`src/rtl/dift_tag_check_unit.sv`:
```
// dift_tag_check_unit: DIFT tag policy checker with held trap request and saturating violation counter
package dift_pkg;
  localparam logic [1:0] BRANCH_NONE = 2'b00;
  localparam logic [1:0] BRANCH_JAL  = 2'b01;
  localparam logic [1:0] BRANCH_JALR = 2'b10;
  localparam logic [1:0] BRANCH_COND = 2'b11;
  typedef enum logic [1:0] {DIFT_OPCLASS_OTHER, DIFT_OPCLASS_LOAD, DIFT_OPCLASS_STORE, DIFT_OPCLASS_ALU} dift_opclass_t;
  typedef enum logic [1:0] {DIFT_BR_OFF, DIFT_BR_OR, DIFT_BR_AND, DIFT_BR_SINGL} dift_br_mode_t;
  typedef enum logic {DIFT_SEL_OP_A, DIFT_SEL_OP_B} dift_sel_t;
  typedef struct packed {
    dift_br_mode_t mode;
    dift_sel_t     single_mode_select;
  } dift_br_cfg_t;
  typedef struct packed {
    logic         exec;
    logic         jalr;
    dift_br_cfg_t branch;
    logic         store;
    logic         load;
  } dift_tccr_t;
  typedef enum logic [2:0] {
    DIFT_TRAP_TYPE_NONE, DIFT_TRAP_TYPE_EXEC, DIFT_TRAP_TYPE_JALR,
    DIFT_TRAP_TYPE_BRAN, DIFT_TRAP_TYPE_STOR, DIFT_TRAP_TYPE_LOAD
  } dift_trap_t;
endpackage

module dift_tag_check_unit
  import dift_pkg::*;
#(
  parameter int TAG_W   = 4,
  parameter int CNT_W   = 16,
  parameter int HOLDOFF = 2
) (
  input  logic             clk,
  input  logic             rst_n,
  input  logic             valid_i,
  input  logic [TAG_W-1:0] instr_tag_i,
  input  logic [1:0]       jump_in_i,
  input  logic [TAG_W-1:0] jump_target_tag_i,
  input  logic [TAG_W-1:0] operand_a_tag_i,
  input  logic [TAG_W-1:0] operand_b_tag_i,
  input  dift_opclass_t    opclass_i,
  input  dift_tccr_t       tccr_i,
  input  logic [TAG_W-1:0] tag_mask_i,
  input  logic [31:0]      pc_i,
  input  logic             trap_ack_i,
  input  logic             viol_cnt_clr_i,
  output logic             trap_req_o,
  output dift_trap_t       trap_type_o,
  output logic [31:0]      trap_pc_o,
  output logic [CNT_W-1:0] viol_cnt_o,
  output logic             viol_ovf_o
);
  localparam int HW = HOLDOFF > 0 ? $clog2(HOLDOFF + 1) : 1;
  typedef enum logic [1:0] {IDLE, PEND, HOLD} state_t;
  state_t           state_q;
  dift_trap_t       type_q;
  logic [31:0]      pc_q;
  logic [HW-1:0]    hold_q;
  logic [CNT_W-1:0] cnt_q, cnt_d;
  logic             ovf_q, ovf_d;
  logic             t_instr, t_tgt, t_a, t_b, br_hit;
  logic             d_exec, d_jalr, d_bran, d_stor, d_load, det;
  dift_trap_t       det_type;
  assign t_instr = |(instr_tag_i & tag_mask_i);
  assign t_tgt   = |(jump_target_tag_i & tag_mask_i);
  assign t_a     = |(operand_a_tag_i & tag_mask_i);
  assign t_b     = |(operand_b_tag_i & tag_mask_i);
  // branch policy: which operand taint combination counts as a violation
  always_comb
    br_hit = tccr_i.branch.mode == DIFT_BR_OR  ? (t_a | t_b) :
             tccr_i.branch.mode == DIFT_BR_AND ? (t_a & t_b) :
             tccr_i.branch.mode == DIFT_BR_SINGL ?
               (tccr_i.branch.single_mode_select == DIFT_SEL_OP_B ? t_b : t_a) : 1'b0;
  assign d_exec = valid_i & tccr_i.exec & t_instr;
  assign d_jalr = valid_i & (jump_in_i == BRANCH_JALR) & tccr_i.jalr & t_tgt;
  assign d_bran = valid_i & (jump_in_i == BRANCH_COND) & br_hit;
  assign d_stor = valid_i & (opclass_i == DIFT_OPCLASS_STORE) & tccr_i.store & t_a;
  assign d_load = valid_i & (opclass_i == DIFT_OPCLASS_LOAD) & tccr_i.load & t_a;
  assign det    = d_exec | d_jalr | d_bran | d_stor | d_load;
  // highest-priority violating check names the trap
  always_comb
    det_type = d_exec ? DIFT_TRAP_TYPE_EXEC :
               d_jalr ? DIFT_TRAP_TYPE_JALR :
               d_bran ? DIFT_TRAP_TYPE_BRAN :
               d_stor ? DIFT_TRAP_TYPE_STOR :
               d_load ? DIFT_TRAP_TYPE_LOAD : DIFT_TRAP_TYPE_NONE;
  // trap FSM: only a detection in IDLE opens a trap; later ones are counted elsewhere
  always_ff @(posedge clk or negedge rst_n)
    if (!rst_n) begin
      state_q <= IDLE;
      type_q  <= DIFT_TRAP_TYPE_NONE;
      pc_q    <= '0;
      hold_q  <= '0;
    end else begin
      unique case (state_q)
        IDLE: if (det) begin
          state_q <= PEND;
          type_q  <= det_type;
          pc_q    <= pc_i;
        end
        PEND: if (trap_ack_i) begin
          state_q <= HOLDOFF > 0 ? HOLD : IDLE;
          hold_q  <= HW'(HOLDOFF);
        end
        HOLD: begin
          hold_q  <= hold_q - HW'(1);
          state_q <= hold_q == HW'(1) ? IDLE : HOLD;
        end
        default: state_q <= IDLE;
      endcase
    end
  // saturating counter; clear wins over a same-cycle detection
  always_comb begin
    cnt_d = viol_cnt_clr_i ? '0 : (det && !(&cnt_q)) ? cnt_q + CNT_W'(1) : cnt_q;
    ovf_d = !viol_cnt_clr_i & (ovf_q | (det & (&cnt_q)));
  end
  // counter state
  always_ff @(posedge clk or negedge rst_n)
    if (!rst_n) begin
      cnt_q <= '0;
      ovf_q <= 1'b0;
    end else begin
      cnt_q <= cnt_d;
      ovf_q <= ovf_d;
    end
  assign trap_req_o  = state_q == PEND;
  assign trap_type_o = state_q == PEND ? type_q : DIFT_TRAP_TYPE_NONE;
  assign trap_pc_o   = state_q == PEND ? pc_q : '0;
  assign viol_cnt_o  = cnt_q;
  assign viol_ovf_o  = ovf_q;
endmodule

```
`config.mk`:
```
export PLATFORM = sky130hd
export DESIGN_NAME = dift_tag_check_unit
export DESIGN_NICKNAME = d
export VERILOG_FILES = /design/src/rtl/dift_tag_check_unit.sv
export SDC_FILE = /design/constraint.sdc
export NUM_CORES = 1
export LEC_CHECK = 0
export ABC_AREA = 1
export BUFFER_PORTS_ARGS = -buffer_cell sky130_fd_sc_hd__buf_2
export CORE_MARGIN = 5
export CORE_UTILIZATION = 25
export CTS_CLUSTER_SIZE = 8
export DETAILED_ROUTE_END_ITERATION = 7
export PLACE_DENSITY = 0.56
export SYNTH_ARGS = -nofsm -noshare
export SYNTH_HDL_FRONTEND = slang
export SYNTH_SLANG_ARGS = --single-unit
```
`constraint.sdc`:
```
create_clock -name clk -period 3.5 [get_ports clk]
set_input_delay 0.175 -clock clk [delete_from_list [all_inputs] [get_ports clk]]
set_output_delay 0.175 -clock clk [all_outputs]
set_load 0.05 [all_outputs]
```
# Yosys cells after proc, flatten, opt, wreduce, memory -nomap -nowiden
# Cells that the tools add are included.
# classes
n_addsub	2
n_eq_ne	12
n_mux	18
bitwise_logic	26
n_reduce_logical	14
# ops
operator	n
16-bit two-way mux	2
32-bit two-way mux	1
3-bit two-way mux	6
16-bit by 1-bit adder with 16-bit output (second input constant)	1
1-bit bitwise AND	16
4-bit bitwise AND	4
16-bit AND reduction	1
4-bit OR reduction	4
2-bit equality test (second input constant)	6
2-bit by 1-bit equality test with 1-bit output (second input constant)	4
2-bit two-way mux	3
1-bit bitwise OR	6
2-bit one-hot mux with 3 select lines	1
2-bit AND reduction	3
1-bit two-way mux	4
2-bit inequality test (second input constant)	2
2-bit one-hot mux with 2 select lines	1
2-bit nonzero test	2
1-bit logical NOT	2
2-bit logical NOT	1
2-bit by 1-bit subtractor with 2-bit output (second input constant)	1
1-bit logical AND	1
# word_totals
ff_bits	56
in_bits	68
output_inout_bits	53
wordCells	78

# Depth between registers and ports, before layout
# logic_depth
ltp_word	13
ltp_mapped	13
depth_no_buf	12

# Worst setup path before layout
# Ideal clock, no wire load.
# synth_timing
path_kind	register -> output
startpoint	register state_q[1]
endpoint	output trap_pc_o[11]
t_arrival_ps	2216
path_slack_ps	1109
stages_incl_launch_ff	5
n_path_buf	1
cell_sequence	dfrtp_1 nor2_1 inv_2 buf_1 nor2_1
# synth_between
elab_chain_len	2
# synth_rtl
element	line_no	text
start, declared	56	state_t state_q;
start signal, assigned	103	state_q <= HOLDOFF > 0 ? HOLD : IDLE;
start signal, assigned	108	state_q <= hold_q == HW'(1) ? IDLE : HOLD;
2-bit by 1-bit equality test with 1-bit output	--	
net trap_req_o	48	output logic trap_req_o,
32-bit two-way mux	129	assign trap_pc_o = state_q == PEND ? pc_q : '0;
end, declared	50	output logic [31:0] trap_pc_o,
# The timed path passes the listed nets, and every way through them passes these cells.

# Final worst setup path
# layout_timing
startpoint	register cnt_q[0] (netlist: viol_cnt_o[0])
endpoint	register cnt_q[12] (netlist: viol_cnt_o[12])
# layout_between
elab_chain_len	4
# layout_rtl
element	line_no	text
start, declared	60	logic [CNT_W-1:0] cnt_q, cnt_d;
start signal, assigned	124	cnt_q <= cnt_d;
branches (longest 4 deep; another with 16-bit by 1-bit adder with 16-bit output)	--	
# Several ways; the timed one is not identified. The select of a mux whose other input is x is not followed.
# A chain may end at the register's enable or synchronous reset.

==> metrics.md <==
| Metric | Value |
|---|---|
| Status | `finished clean` |
| Predominant post-synthesis flop cell | `dfrtp_1` |
| Largest net degree at the start of global routing | `39` |
| Vias per inst | `4.254` |
| Nets | `625` |
| Post-DRT Antenna Nets | `0` |
| Number of synthesized flops with an enable pin | `0` |
| Max rail drop VDD | `178.8 uV` |
| Cell with the most instances after synthesis | `nand2_1` |
| Cts bufs inserted | `5` |
| Final wirelength | `8622 microns` |
| R2R cell count | `11` |
| Post-DP HPWL | `6560 microns` |
| Async set-reset flop share out of synthesis | `1.000` |
| Clock Latency Late Sink | `300 ps` |
| Sequential area share after synthesis | `0.4304` |
| Final Hold Viols | `0` |
| Total vias in the final route | `3097` |
| Number of setup violations in the final report | `0` |
| Commonest cells post-synth | `146 x nand2_1, 62 x inv_1, 56 x dfrtp_1` |
| Drt first pass iters | `4` |
| Port Buf Inserts | `120` |
| Final hold slack | `69.85 ps` |
| N_diodes | `0` |
| Synth top area share | `0.4304` |
| Vias in the first global route | `2997` |
| Die area | `15400 sq um` |
| Wire per inst | `11.84 microns` |
| Reg2reg start | `viol_cnt_o[0]` |
| RSZ-0062 raised after global routing | `false` |
| Arrival @ worst endpoint | `2340 ps` |
| Crit-path max FO | `17` |
| GRT overflow | `0` |
| Initial core utilization | `0.2569` |
| Final setup margin | `1394 ps` |
| Tcrit/Tclk final | `0.6017` |
| Die Y-Extent | `124.1 microns` |
| Cells after Synth | `442` |
| Clock Pin Slew Worst Setup and Hold Paths | `80 ps` |
| Slew @ Worst Pin | `934.2 ps` |
| Cell Rows | `41` |
| Cell taking the most area after synthesis | `dfrtp_1` |
| Die X | `124.1 microns` |
| Synth Register Bits | `56` |
| Max-slew headroom | `0.3765` |
| Total GRT Usage | `0.1135` |
| # resized after CTS | `0` |
| Avg Cell Area, Syn | `7.366 sq um` |
| Initial antenna violation count | `0` |
| Core area | `12670 sq um` |
| Clk sink count | `56` |
| TNS Setup | `0 ps` |
| Crit path capture type | `flip-flop` |
| First-pass GRT wire length | `14010 microns` |
| Worst-path cell chain | `ha_1 -> nand2_2 -> nor3_2 -> nand2_2 -> nor2_1 -> inv_1 -> nor2_4 -> inv_2 -> nand2_4 -> nand3_1 -> nand2_1` |
| Top Ports | `121` |
| Hold crit path type | `in2reg` |
| Yosys warnings | `0` |
| Post-route DRC | `0` |
| P&R area growth vs syn | `25.90%` |
| Crit path launch | `viol_cnt_o[0]` |
| Root Driver | `clkbuf_16` |
| Layout cell share with drive strength beyond 1 | `0.2986` |
| Worst path slowest cell | `dfrtp_1` |
| Min-delay src | `pc_i[22]` |
| Synth Cell Area | `3256 sq um` |
| Max H-tree Level | `2` |
| WS Path Type | `reg2reg` |
| Slew Viols, Final | `0` |
| Static Leak | `2.402 nW` |
| 1st-iter DRT viols | `143` |
| Place WS | `1146 ps` |
| Hold Path Depth | `3` |
| Clk_skew | `5.210 ps` |
| Req. time, crit path | `3740 ps` |
| CTS tree | `done` |
| Dominant cells by area after synthesis | `dfrtp_1 43%, nand2_1 17%, inv_1 7.1%` |
| Max Clk Rate | `0.4748 GHz` |
| Max cap viols | `0` |
| GP Congestion | `0.7827` |
| Critical path startpoint category | `flip-flop` |
| Final worst path period need | `2106 ps` |
| Most used cell, CP | `nand2_2` |
| Worst path max stage delay | `480 ps` |
| PD cells | `629.0 nW/um^2` |
| Clock buffer depth | `2` |
| Unique cell type count in the Yosys netlist | `31` |
| Syn Nets | `512` |
timing repair:
item                                   CTS  global route
endpoints found under the hold margin   33             0
buffers inserted                         0             0
hold buffers                             1             0
power breakdown:
| part | switching (mW) | total (mW) | internal [mW] | leakage, nW |
|---|---|---|---|---|
| Clock | 0.251 | 0.523 | 0.272 | 0.0719 |
| Combinational | 0.781 | 1.07 | 0.289 | 1.61 |
| Sequential | 0.131 | 0.985 | 0.854 | 0.723 |
| Total | 1.16 | 2.58 | 1.41 | 2.40 |
stage by stage:
| step | instances | instance area [sq um] | utilization | power [mW] |
|---|---|---|---|---|
| 6_report | 728 | 4099 | 0.3235 | 2.578 |
| 5_1_grt | 728 | 4099 | 0.3235 | 2.783 |
| 4_1_cts | 728 | 4099 | 0.3235 | 2.625 |
| 3_5_place_dp | 719 | 3936 | 0.3107 | 2.085 |
| 3_3_place_gp | 719 | 3936 | 0.3107 | 2.060 |
| 2_1_floorplan | 442 | 3256 | - | 1.862 |
final timing paths:
kind / to / slack [ps]
worst min-delay path: pc_q[22] / 70
worst max register to register: viol_cnt_o[12] / 1390
min in group asynchronous: pc_q[25] / 480
worst min register to register: pc_q[4] / 480
worst max-delay path: viol_cnt_o[12] / 1390
max in group asynchronous: viol_cnt_o[13] / 2210
cell usage in the layout, fill, tap and decap left out, types with 3 or more instances in the layout:
master,instances
o21ai_0,4
nor2_1,51
buf_2,120
xor2_1,12
nand4_1,21
nand2_2,25
nand3_1,21
clkbuf_16,5
inv_2,3
inv_1,62
nor3_1,5
dfrtp_1,56
nand2_1,146
cells by family after synthesis:
logic type | share of synthesized area
and+or+nand+nor | 0.3866
buffers and inverters | 0.1188
DFF | 0.4304
xor gates and xnor gates | 0.03766
AOI/OAI and AO/OA | 0.01883
adders and majority gates | 0.007685
layer usage:
layer  global-route usage  vias up  part of all wire
li1                     -     1572                 -
met1               0.1409     1440              0.45
met2               0.1980       78              0.48
met3              0.02543        7             0.061
met4              0.03080        0             0.011
met5                    0        -                 0
worst max-delay path: cells and delay by family (launching register included):
| family | cells | cell delay (ps) |
|---|---|---|
| buffers and inverters | 2 | 220 |
| adders and majority gates | 1 | 250 |
| and+or+nand+nor | 8 | 1080 |
| DFF | 1 | 480 |
sequential cells by signal, summed over array words and instances, names as in the netlist:
name	cells
viol_ovf_o	1
state_q	2
pc_q	32
viol_cnt_o	16
type_q	3
hold_q	2
area by class of cell:
type	instances	area (sq um)
Sequential cell	56	1401
Clock buffer	5	125.1
Multi-Input combinational cell	305	1468
Inverter	65	244.0
Timing Repair Buffer	122	618.1
Clock inverter	3	27.53
Tap cell	172	215.2
Fill cell	1412	8572
No activity file was read; power rests on OpenSTA's default activity.
